### src/rtl/firebird_wb_queue_pkg.sv
// ---------------------------------------------------------------------------
// firebird_wb_queue_pkg
//
// Purpose : Shared definitions for the write-back queue and its lookup
//           matcher. These are the register-index width, the index type and
//           a helper that recognises the hard-wired zero register.
// Ports   : none (package).
//
// The FIREBIRD_* macros mirror the values in firebird_defines.v. They are
// guarded so that a build which already includes that file keeps its values.
// ---------------------------------------------------------------------------
`ifndef FIREBIRD_REG_SIZE
`define FIREBIRD_REG_SIZE 32
`endif
`ifndef FIREBIRD_WBQ_DEPTH
`define FIREBIRD_WBQ_DEPTH 4
`endif

package firebird_wb_queue_pkg;

    localparam int REG_IDX_W = 5;

    typedef logic [REG_IDX_W-1:0] reg_idx_t;

    // x0 is hard-wired to zero, so results aimed at it are never buffered
    // and lookups of it never hit.
    function automatic logic is_x0(input reg_idx_t idx);
        return idx == '0;
    endfunction

endpackage

### src/rtl/firebird_wbq_match.sv
// ---------------------------------------------------------------------------
// firebird_wbq_match
//
// Purpose : Priority matcher for one lookup port of the write-back queue.
//           It finds the youngest valid entry whose destination equals the
//           lookup index.
// Ports   :
//   entry_addr  in  DEPTH x 5     destination index of every slot
//   entry_data  in  DEPTH x XLEN  data of every slot
//   valid_mask  in  DEPTH         slot holds a pending, unwritten result
//   head_ptr    in  PTR_W         slot index of the oldest entry
//   lookup_addr in  5             register index being looked up
//   hit         out 1             some pending entry targets lookup_addr
//   data        out XLEN          data of the youngest such entry, else 0
// ---------------------------------------------------------------------------
module firebird_wbq_match
    import firebird_wb_queue_pkg::*;
#(
    parameter int XLEN  = 32,
    parameter int DEPTH = 4,
    parameter int PTR_W = $clog2(DEPTH)
) (
    input  logic [DEPTH-1:0][REG_IDX_W-1:0] entry_addr,
    input  logic [DEPTH-1:0][XLEN-1:0]      entry_data,
    input  logic [DEPTH-1:0]                valid_mask,
    input  logic [PTR_W-1:0]                head_ptr,
    input  logic [REG_IDX_W-1:0]            lookup_addr,
    output logic                            hit,
    output logic [XLEN-1:0]                 data
);

    logic [PTR_W-1:0] slot;

    // The scan runs from the oldest slot towards the tail. A later match
    // overwrites an earlier one, so the youngest matching entry wins.
    always_comb begin
        hit  = 1'b0;
        data = '0;
        slot = head_ptr;
        for (int k = 0; k < DEPTH; k++) begin
            slot = head_ptr + PTR_W'(k);
            if (valid_mask[slot] && !is_x0(lookup_addr) &&
                entry_addr[slot] == lookup_addr) begin
                hit  = 1'b1;
                data = entry_data[slot];
            end
        end
    end

endmodule

### src/rtl/firebird_wb_queue.sv
// ---------------------------------------------------------------------------
// firebird_wb_queue
//
// Purpose : In-order write-back queue in front of the register file's single
//           write port. Completed results are pushed in and drained at most
//           one per cycle. Two lookup ports let decode bypass the youngest
//           pending value of a register.
// Ports   :
//   clk              in  1       clock, rising edge
//   reset            in  1       asynchronous, active-low reset
//   in_valid         in  1       producer has a result
//   in_ready         out 1       queue can accept (not full)
//   in_addr          in  5       destination register index
//   in_data          in  XLEN    result value
//   drain_en         in  1       permission to write the regfile this cycle
//   we/waddr/wdata   out         regfile write port, driven from the head
//   q1_addr/q2_addr  in  5       lookup indices
//   q1_hit/q2_hit    out 1       lookup index has a pending result
//   q1_data/q2_data  out XLEN    youngest pending value for that index
//   count            out log2(DEPTH)+1  occupied entries
//   empty/full       out 1       occupancy flags
// ---------------------------------------------------------------------------
`ifndef FIREBIRD_REG_SIZE
`define FIREBIRD_REG_SIZE 32
`endif
`ifndef FIREBIRD_WBQ_DEPTH
`define FIREBIRD_WBQ_DEPTH 4
`endif

module firebird_wb_queue
    import firebird_wb_queue_pkg::*;
#(
    parameter int XLEN  = `FIREBIRD_REG_SIZE,
    parameter int DEPTH = `FIREBIRD_WBQ_DEPTH
) (
    input  logic                       clk,
    input  logic                       reset,
    input  logic                       in_valid,
    output logic                       in_ready,
    input  logic [REG_IDX_W-1:0]       in_addr,
    input  logic [XLEN-1:0]            in_data,
    input  logic                       drain_en,
    output logic                       we,
    output logic [REG_IDX_W-1:0]       waddr,
    output logic [XLEN-1:0]            wdata,
    input  logic [REG_IDX_W-1:0]       q1_addr,
    input  logic [REG_IDX_W-1:0]       q2_addr,
    output logic                       q1_hit,
    output logic                       q2_hit,
    output logic [XLEN-1:0]            q1_data,
    output logic [XLEN-1:0]            q2_data,
    output logic [$clog2(DEPTH):0]     count,
    output logic                       empty,
    output logic                       full
);

    localparam int PTR_W = $clog2(DEPTH);
    localparam int CNT_W = PTR_W + 1;

    logic [PTR_W-1:0]                head_q, head_d;
    logic [PTR_W-1:0]                tail_q, tail_d;
    logic [CNT_W-1:0]                count_q, count_d;
    logic [DEPTH-1:0][REG_IDX_W-1:0] mem_addr_q, mem_addr_d;
    logic [DEPTH-1:0][XLEN-1:0]      mem_data_q, mem_data_d;

    logic                            push_fire;
    logic                            push_store;
    logic                            pop_fire;
    logic [DEPTH-1:0]                valid_mask;
    logic [PTR_W-1:0]                slot_offset;

    // count is the only source of full/empty, so the pointers may wrap
    // freely. in_ready follows the registered count, which means a pop in a
    // full cycle only frees the slot for the next cycle.
    assign empty      = (count_q == '0);
    assign full       = (count_q == CNT_W'(DEPTH));
    assign in_ready   = !full;
    assign count      = count_q;

    assign push_fire  = in_valid && in_ready;
    assign push_store = push_fire && !is_x0(in_addr);
    assign pop_fire   = !empty && drain_en;

    // waddr/wdata always show the head slot. Only we is gated.
    assign we         = pop_fire;
    assign waddr      = mem_addr_q[head_q];
    assign wdata      = mem_data_q[head_q];

    // Next-state for the pointers, occupancy and storage. A push aimed at
    // x0 is accepted but leaves no trace.
    always_comb begin
        head_d     = head_q;
        tail_d     = tail_q;
        mem_addr_d = mem_addr_q;
        mem_data_d = mem_data_q;
        if (push_store) begin
            mem_addr_d[tail_q] = in_addr;
            mem_data_d[tail_q] = in_data;
            tail_d             = tail_q + PTR_W'(1);
        end
        if (pop_fire) begin
            head_d = head_q + PTR_W'(1);
        end
        count_d = count_q + CNT_W'(push_store) - CNT_W'(pop_fire);
    end

    // A slot is pending when its distance from the head is below the
    // occupancy. This also hides stale slot contents after a reset.
    always_comb begin
        valid_mask  = '0;
        slot_offset = '0;
        for (int i = 0; i < DEPTH; i++) begin
            slot_offset   = PTR_W'(i) - head_q;
            valid_mask[i] = {1'b0, slot_offset} < count_q;
        end
    end

    // Control state clears immediately on reset.
    always_ff @(posedge clk or negedge reset) begin
        if (!reset) begin
            head_q  <= '0;
            tail_q  <= '0;
            count_q <= '0;
        end else begin
            head_q  <= head_d;
            tail_q  <= tail_d;
            count_q <= count_d;
        end
    end

    // Slot contents are never reset. The valid mask and we gating keep
    // them unobservable until they are rewritten.
    always_ff @(posedge clk) begin
        mem_addr_q <= mem_addr_d;
        mem_data_q <= mem_data_d;
    end

    firebird_wbq_match #(
        .XLEN  (XLEN),
        .DEPTH (DEPTH),
        .PTR_W (PTR_W)
    ) u_match_q1 (
        .entry_addr  (mem_addr_q),
        .entry_data  (mem_data_q),
        .valid_mask  (valid_mask),
        .head_ptr    (head_q),
        .lookup_addr (q1_addr),
        .hit         (q1_hit),
        .data        (q1_data)
    );

    firebird_wbq_match #(
        .XLEN  (XLEN),
        .DEPTH (DEPTH),
        .PTR_W (PTR_W)
    ) u_match_q2 (
        .entry_addr  (mem_addr_q),
        .entry_data  (mem_data_q),
        .valid_mask  (valid_mask),
        .head_ptr    (head_q),
        .lookup_addr (q2_addr),
        .hit         (q2_hit),
        .data        (q2_data)
    );

endmodule
### config.mk
export PLATFORM = sky130hd
export DESIGN_NAME = firebird_wb_queue
export DESIGN_NICKNAME = d
export VERILOG_FILES = /design/src/rtl/firebird_wb_queue_pkg.sv /design/src/rtl/firebird_wbq_match.sv /design/src/rtl/firebird_wb_queue.sv
export SDC_FILE = /design/constraint.sdc
export NUM_CORES = 1
export LEC_CHECK = 0
export BUFFER_PORTS_ARGS = -buffer_cell sky130_fd_sc_hd__buf_2
export CORE_ASPECT_RATIO = 0.5
export CORE_MARGIN = 3
export CORE_UTILIZATION = 54
export CTS_CLUSTER_DIAMETER = 40
export CTS_CLUSTER_SIZE = 40
export DETAILED_ROUTE_END_ITERATION = 12
export GPL_TIMING_DRIVEN = 0
export PLACE_DENSITY = 0.89
export SLEW_MARGIN = 20
export SYNTH_ARGS = -nofsm -noshare
export SYNTH_HDL_FRONTEND = slang
export SYNTH_SLANG_ARGS = --single-unit
export TNS_END_PERCENT = 10
### constraint.sdc
create_clock -name clk -period 3.81 [get_ports clk]
set_input_delay 0.381 -clock clk [delete_from_list [all_inputs] [get_ports clk]]
set_output_delay 0.381 -clock clk [all_outputs]
set_load 0.02 [all_outputs]
Yosys cells after proc, flatten, opt, wreduce, memory -nomap -nowiden
Index checks and enable logic that the tools add are counted.
{"block": "op_classes", "add_sub_neg": 10, "n_lt_le_gt_ge": 10, "n_eq_ne": 9, "muxes": 46, "n_reduce_logical": 29}
{"op": "32-bit 2-to-1 mux", "n": 13}
{"op": "32-bit binary-select mux with 2-bit select", "n": 4}
{"op": "128-bit bitwise mux", "n": 1}
{"op": "32-bit demux with 2-bit select", "n": 1}
{"op": "5-bit binary-select mux with 2-bit select", "n": 4}
{"op": "5-bit equality test", "n": 8}
{"op": "5-bit 2-to-1 mux", "n": 5}
{"op": "20-bit bitwise mux", "n": 1}
{"op": "1-bit logical AND", "n": 20}
{"op": "5-bit logical NOT", "n": 3}
{"op": "2-bit by 3-bit less-than comparator with 1-bit output, second input constant", "n": 5}
{"op": "2-bit by 3-bit less-than comparator with 1-bit output", "n": 4}
{"op": "1-bit 2-to-1 mux", "n": 12}
{"op": "5-bit demux with 2-bit select", "n": 1}
{"op": "1-bit binary-select mux with 2-bit select", "n": 4}
{"op": "1-bit logical NOT", "n": 5}
{"op": "2-bit by 1-bit adder with 2-bit output, second input constant", "n": 2}
{"op": "2-bit adder, second input constant", "n": 2}
{"op": "1-bit by 2-bit subtractor with 2-bit output, first input constant", "n": 2}
{"op": "2-bit subtractor, first input constant", "n": 2}
{"op": "3-bit by 1-bit adder with 3-bit output", "n": 1}
{"op": "3-bit equality test, second input constant", "n": 1}
{"op": "3-bit logical NOT", "n": 1}
{"op": "3-bit by 1-bit subtractor with 3-bit output", "n": 1}
{"op": "2-bit by 1-bit >= comparator with 1-bit output, second input constant", "n": 1}
{"block": "totals", "ff_bits": 155, "input_bits": 51, "out_inout_bits": 110, "word_cells": 115}

Depth between registers and ports, before layout
Gate-level depths: netlist of the first run.
{"block": "depth", "word_depth": 10, "mapped_depth": 18, "mapped_depth_nobuf": 9}

By module
Synthesis of the first run repeated with hierarchy kept, for this count alone.
{"block": "hier_totals", "hier_cells": 1527, "hier_area_um2": 14263.7}
{"module": "firebird_wbq_match", "instances": 2, "cells_each": 639, "area_per_inst_um2": 4190.3, "seq_area_each_um2": 0.0}
{"module": "firebird_wb_queue", "instances": 1, "cells_each": 249, "area_per_inst_um2": 5883.1, "seq_area_each_um2": 4619.4}

Worst setup path before layout of the first run
Ideal clock, no wire load.
{"block": "synth_timing", "path_type": "reg-to-output", "startpoint": "reg head_q[0]", "endpoint": "out q2_data[2]", "arrival_time_ns": 4.168, "required_ns": 3.429, "path_slack_ns": -0.739, "stages_incl_launch_ff": 18, "n_path_buf": 9, "path_cell_list": "dfrtp_1 buf_6 buf_12 buf_12 buf_2 buf_2 clkbuf_1 clkbuf_1 xnor2_1 ha_1 or3_1 o2111ai_1 nand3_1 or3_1 buf_4 buf_4 mux2i_1 a211oi_1"}
{"block": "synth_between", "elab_chain_len": 10, "word_cells_on_any_way": 51, "cone_classes": "add/sub: 7; order compare: 4; eq/ne: 4; mux: 28; reduce/logical: 8"}
{"item": "start: declaration", "line": "firebird_wb_queue.sv:60", "rtl": "logic [PTR_W-1:0] head_q, head_d;"}
{"item": "start signal: assignment", "line": "firebird_wb_queue.sv:121", "rtl": "head_q <= '0;"}
{"item": "start signal: assignment", "line": "firebird_wb_queue.sv:125", "rtl": "head_q <= head_d;"}
{"item": "1-bit by 2-bit subtractor with 2-bit output or 2-bit subtractor (tied branches)", "line": "firebird_wb_queue.sv:113", "rtl": "slot_offset = PTR_W'(i) - head_q;"}
{"item": "2-bit by 3-bit less-than comparator with 1-bit output", "line": "firebird_wb_queue.sv:114", "rtl": "valid_mask[i] = {1'b0, slot_offset} < count_q;"}
{"item": "1-bit binary-select mux with 2-bit select", "line": "firebird_wbq_match.sv:42", "rtl": "if (valid_mask[slot] && !is_x0(lookup_addr) &&"}
{"item": "1-bit 2-to-1 mux (not written as such)", "line": "firebird_wbq_match.sv:42"}
{"item": "1-bit logical AND (2 in a row)", "line": "firebird_wbq_match.sv:42"}
{"item": "32-bit 2-to-1 mux (3 in a row)", "line": "firebird_wbq_match.sv:42"}
{"item": "32-bit 2-to-1 mux (*)", "line": "firebird_wbq_match.sv:42"}
{"item": "end: declaration", "line": "firebird_wb_queue.sv:51", "rtl": "output logic [XLEN-1:0] q2_data,"}
Mark *: on every way between the ends. The rest lies on a longest branch, timed or not. The select of a mux whose other input is x is not followed.

Final worst setup path of the first run
{"block": "layout_timing", "startpoint": "reg head_q[1]", "endpoint": "out q2_data[15]"}
Same word-level chain as after synthesis.

==> run_results.csv, run 1 <==
group,metric,value,unit
die,num_rows,38,
die,dieArea,25000,um^2
sta,setup_violations,66,
clock_network,cts_root_buffer,"clkbuf_16",
finish,post_layout_nonfiller_instances,1704,
synthesis,synth_ff_type,"edfxtp_1",
clock_network,cts.sinks,155,
global_route,grt_pass1_vias,12000,
synthesis,yosys.cell_count.top_type,"edfxtp_1",
critical_path,arrival,3960,ps
synthesis,ys_seq_elements,155,
global_route,antenna_found_initial,2,
status,violations,"negative setup slack",
placement,dp.final_hpwl,31.3,mm
clock_network,clock_latency,460,ps
sta,clock_skew,11.9,ps
global_route,grt_max_degree,38,
critical_path,crit_required,3430,ps
finish,drive_gt1_share,35.2,%
route,routed_wl,47.5,mm
synthesis,yosys-top-cells-area,"edfxtp_1, mux2i_1, mux2_2",
sta,drv_slew,0,
finish,fill_cells,1514,
placement,place.gp.congestion,0.964,
finish,nNetsFinal,1452,
synthesis,netlist_instances,1198,
global_route,track_usage,37.0,%
critical_path,cp_max_fo,10,
critical_path,cp-end-kind,"output pin",
synthesis,synth_edf_count,148,
synthesis,syn_area,12400,um^2
finish,fin_area,15700,um^2
synthesis,ys_seq_area_share,37.2,%
sta,holdWs,138,ps
sta,rsz0062_at_grt,"true",
critical_path,worstSetupPathType,"reg -> out",
placement,place_area,14100,um^2
sta,hold_viol_final,0,
synthesis,synth_top_area_share,35.8,%
synthesis,synth_area_per_cell,10.4,um^2
global_route,grt_pass1_wl,70.0,mm
synthesis,yosys_warnings,0,
route,drtIter0Drc,2311,
route,routed-via-count,12300,
sta,fin_crit_sh,114,%
clock_network,cts_made_buffers,17,
power,p_leak,6.33,nW
status,outcome,"finished with violations",
power,p_per_area,1010,nW/um^2
route,drc_errors,0,
finish,area_growth,26.5,%
placement,portBuffers,151,
placement,pre_cts_ws,-1080,ps
die,die_w,221,um
job,cap_violations,0,
clock_network,h-tree-depth,4,
synthesis,synth-simple-area-share,17.9,%
sta,setup_slack,-529,ps
sta,relSlewSlack,40.7,%
synthesis,synthArstFlopShare,4.52,%
die,dieHeight,113,um
clock_network,path_clk_slew,80,ps
sta,worst_pin_slew,889,ps
route,wl_per_cell,27.9,um
power,ir_drop,0.541,mV
die,core_area,22100,um^2
synthesis,synth_nets,1260,
min_path,hp-class,"in -> reg",
route,dr.pass1.iters,12,
global_route,grt_overflow,0,
synthesis,synth_fa_ha_area_share,1.17,%
die,start_util,56.2,%
power,p_total,15.9,mW
synthesis,synthMuxAreaShare,21.4,%
synthesis,synthTopCellsByCount,"edfxtp_1, mux2i_1, a21oi_1",
sta,fmax,0.230,GHz
synthesis,synth_xor_area_share,2.92,%
sta,min_period,4340,ps
synthesis,ys_types,68,
clock_network,clockBufferDepth,2,
synthesis,synth_top_family_by_area,"multiplexers",
placement,dp_cells,1649,
clock_network,cts_tree,"yes",
synthesis,synth_compound_area_share,13.7,%
die,boundaryPins,161,
critical_path,critPathLaunchType,"register",
route,routed_via_density,7.23,
synthesis,synth_top_area_cell,"edfxtp_1",
route,ant_nets,0,
==> worst max-delay path: stages (launching register included) <==
cell	delay, ps
dfrtp_1	400
buf_6	130
buf_12	120
buf_12	110
buf_12	130
buf_12	120
buf_12	120
xnor2_4	160
inv_2	70
ha_4	240
nor2b_1	150
o311ai_2	270
buf_4	180
o21ai_4	140
buf_6	210
nor4b_2	310
mux2i_1	150
a211oi_2	280
buf_4	200
==> cells in the final DEF (no fill, tap or decap), types with 27 or more instances in the layout <==
cell	count
buf_6	42
mux2_2	54
xnor2_1	27
o21ai_0	39
nand2_1	65
o31a_1	30
clkbuf_1	41
buf_2	108
edfxtp_1	148
buf_4	61
nor2b_1	31
a21oi_1	67
nor2_1	56
a211oi_2	33
nor4_1	37
mux2i_1	128
nor3_1	31
a211oi_1	33
and3_1	58
==> cell families after synthesis <==
logic type / Yosys count
and+or+nand+nor: 377
AOI/OAI and AO/OA: 259
muxes: 224
DFF: 155
buffers and inverters: 134
xor gates and xnor gates: 38
adders and majority gates: 11
==> stage by stage <==
stage / TNS, ps / utilization, %
3_5_place_dp: -55690 / 63.6
6_report: -28710 / 71.1
5_1_grt: -33170 / 71.1
3_3_place_gp: -49520 / 63.6
2_1_floorplan: -3110 / -
4_1_cts: -23140 / 70.3
==> routing by layer <==
layer / up-vias / part of all wire (%) / track usage [%]
met5: - / 0.029 / 0
met4: 2 / 5.1 / 16.2
met3: 263 / 14 / 12.1
met2: 1197 / 44 / 57.6
met1: 5893 / 36 / 47.7
li1: 4971 / - / -
==> power by group <==
group	internal (mW)	switching (mW)
Clock	0.976	0.789
Sequential	2.26	0.199
Combinational	4.38	7.32
Total	7.62	8.31
==> repair_timing <==
item | CTS | global route
setup buffers | 24 | 0
pin swaps | 18 | 7
gates cloned | 1 | 0
resized for setup | 195 | 45
endpoints found under the hold margin | 7 | 0
endpoints found under the setup margin | 66 | 66
hold buffers | 1 | 0
==> flip-flops by register name (all words and copies together) (netlist names) <==
register,count
mem_data_q,128
head_q,2
tail_q,2
count,3
mem_addr_q,20
==> area by class of cell <==
type	count	area, um^2	share of cell area, %
multi-input cells	909	7890	50.2
flip-flops and latches	155	4620	29.4
repair buffers	177	1250	7.97
plain buffers	115	928	5.91
clock buffers	17	425	2.71
well taps	300	375	2.39
clock inverters	15	164	1.04
inverters	15	56.3	0.358
diodes	1	2.50	0.0159
==> path summary, 6_finish.rpt <==
check	from	end	slack, ps	depth (start not counted)
worst max-delay path	head_q[1]$_DFFE_PN0P_	q2_data[15]	-530	18
worst min-delay path	in_data[7]	mem_data_q[103]$_DFFE_PP_	140	1
worst max register to register	head_q[0]$_DFFE_PN0P_	head_q[0]$_DFFE_PN0P_	1350	6
worst min register to register	tail_q[0]$_DFFE_PN0P_	tail_q[0]$_DFFE_PN0P_	670	2
max in group asynchronous	reset	tail_q[0]$_DFFE_PN0P_	3360	2
min in group asynchronous	reset	count[2]$_DFF_PN0_	290	2
Power figures use the tool's default switching activity.
==> run 2: changes to the inputs <==
--- a/config.mk
+++ b/config.mk
@@ -7,7 +7,6 @@
 export LEC_CHECK = 0
 export BUFFER_PORTS_ARGS = -buffer_cell sky130_fd_sc_hd__buf_2
 export CORE_ASPECT_RATIO = 0.5
-export CORE_MARGIN = 3
 export CORE_UTILIZATION = 54
 export CTS_CLUSTER_DIAMETER = 40
 export CTS_CLUSTER_SIZE = 40
==> run_results.csv, run 2 (same netlist as run 1, synthesis figures left out) <==
group,metric,value,unit
status,outcome,"finished with violations",
status,violations,"negative setup slack",
route,drc_errors,0,
sta,relSlewSlack,41.4,%
route,routed_via_density,7.27,
min_path,hp-class,"in -> reg",
critical_path,worstSetupPathType,"reg -> out",
die,core_area,22100,um^2
critical_path,ff2ff_path_depth,6,
placement,portBuffers,151,
sta,setup_violations,67,
critical_path,cp.depth,17,
global_route,grt_pass1_wl,68.4,mm
finish,regMostFlops,"mem_data_q",
power,p_per_area,1010,nW/um^2
route,ant_nets,0,
placement,dp_cells,1649,
critical_path,cp_max_fo,8,
finish,largest_reg_flops,128,
finish,drive_gt1_share,36.3,%
critical_path,arrival,3970,ps
critical_path,crit_path_end,"q2_data[13]",
placement,place_area,14100,um^2
critical_path,critPathTopFamily,"buffers and inverters",
sta,clock_skew,14.9,ps
global_route,grt_max_degree,38,
finish,nNetsFinal,1458,
route,routed-via-count,12400,
finish,final_common_cell,"edfxtp_1",
critical_path,crit_required,3430,ps
global_route,grt_overflow,0,
sta,min_period,4360,ps
finish,fin_util,71.8,%
placement,place.gp.congestion,0.995,
sta,fin_crit_sh,114,%
sta,drv_slew,0,
clock_network,cts_tree,"yes",
job,cap_violations,0,
critical_path,slowest_delay,440,ps
sta,hold_viol_final,0,
finish,area_growth,27.7,%
die,boundaryPins,161,
power,p_leak,6.38,nW
clock_network,path_clk_slew,70,ps
route,drtIter0Drc,2036,
clock_network,cts.sinks,155,
global_route,grt_pass1_vias,12000,
die,dieArea,23700,um^2
finish,fin_area,15900,um^2
finish,post_layout_nonfiller_instances,1709,
power,p_total,16.1,mW
sta,holdWs,133,ps
route,wl_per_cell,27.5,um
clock_network,h-tree-depth,4,
sta,setup_slack,-545,ps
min_path,min-delay-start,"in_data[7]",
power,ir_drop,0.576,mV
critical_path,r2r_end,"head_q[0]$_DFFE_PN0P_",
sta,tns,-27840,ps
critical_path,cp-end-kind,"output pin",
finish,mostFrequentLayoutCells,"edfxtp_1, mux2i_1, buf_2",
sta,worst_pin_slew,879,ps
route,routed_wl,47.1,mm
clock_network,clockBufferDepth,2,
die,die_w,217,um
die,num_rows,38,
critical_path,r2r_start,"head_q[0]$_DFFE_PN0P_",
critical_path,crit_path_start,"head_q[0]$_DFFE_PN0P_",
clock_network,cts_made_buffers,17,
sta,rsz0062_at_grt,"true",
critical_path,path_buf_inv,9,
clock_network,clock_latency,470,ps
clock_network,cts_root_buffer,"clkbuf_16",
placement,dp.final_hpwl,30.9,mm
critical_path,crit_chain,"buf_12 -> buf_12 -> buf_12 -> buf_12 -> clkbuf_16 -> xnor2_4 -> inv_2 -> ha_4 -> nor2b_4 -> o311ai_2 -> buf_4 -> o21ai_4 -> clkbuf_16 -> nor4b_4 -> mux2i_1 -> a211oi_2 -> buf_4",
critical_path,reg2reg_setup_slack,1230,ps
critical_path,critPathLaunchType,"register",
critical_path,cpMaxStageDelayCell,"dfrtp_2",
global_route,track_usage,38.7,%
die,start_util,56.2,%
global_route,antenna_found_initial,1,
critical_path,critPathMostFrequentCell,"buf_12",
placement,pre_cts_ws,-1010,ps
sta,fmax,0.230,GHz
route,dr.pass1.iters,6,
finish,fill_cells,1461,
die,dieHeight,109,um
==> run 2: cell count changes in the layout (fill, tap and decap cells not counted), sizes merged <==
cell and change:
buf +3, bufinv -2, clkbuf +5, clkinv +4
clkinvlp -1, inv -4
==> run 2: worst min path at each step <==
stage / end / depth (start not counted) / slack [ps]
3_5_place_dp: tail_q[0]$_DFFE_PN0P_ / 1 / 230
6_report: mem_data_q[71]$_DFFE_PP_ / 1 / 130
3_3_place_gp: count[1]$_DFF_PN0_ / 1 / 220
2_1_floorplan: count[0]$_DFF_PN0_ / 0 / 90
5_1_grt: mem_data_q[71]$_DFFE_PP_ / 1 / 130
4_1_cts: mem_data_q[71]$_DFFE_PP_ / 1 / 120
==> run 2: where the power goes <==
| part | switching, mW | internal (mW) |
|---|---|---|
| clock network | 0.719 | 0.820 |
| registers | 0.212 | 2.26 |
| logic | 7.47 | 4.60 |
==> run 2: layout make-up <==
cell class                 instances  area [um^2]  share of cell area (%)
antenna                            1         2.50                  0.0158
buffer                           112          897                    5.65
clock buffer                      19          433                    2.73
clock inverter                    12         77.6                   0.489
inverter                          15         56.3                   0.355
multi-input combinational        909         8040                    50.7
sequential                       155         4620                    29.1
tap                              300          375                    2.37
timing repair buffer             186         1360                    8.59
==> run 2: layer usage <==
layer,vias to the layer above,wire length (um),GRT usage (%)
met4,0,2730,20.3
met2,1265,20300,58.7
li1,4995,-,-
met1,5851,17400,49.9
met3,308,6650,12.1
met5,-,0,1.04
==> run 2: timing repair <==
item,4_1_cts,5_1_grt
setup buffers,26,5
hold endpoints to repair,7,0
hold buffers,1,0
gates cloned,1,2
pin swaps,18,39
endpoints found under the setup margin,66,67
gates resized for setup,178,90
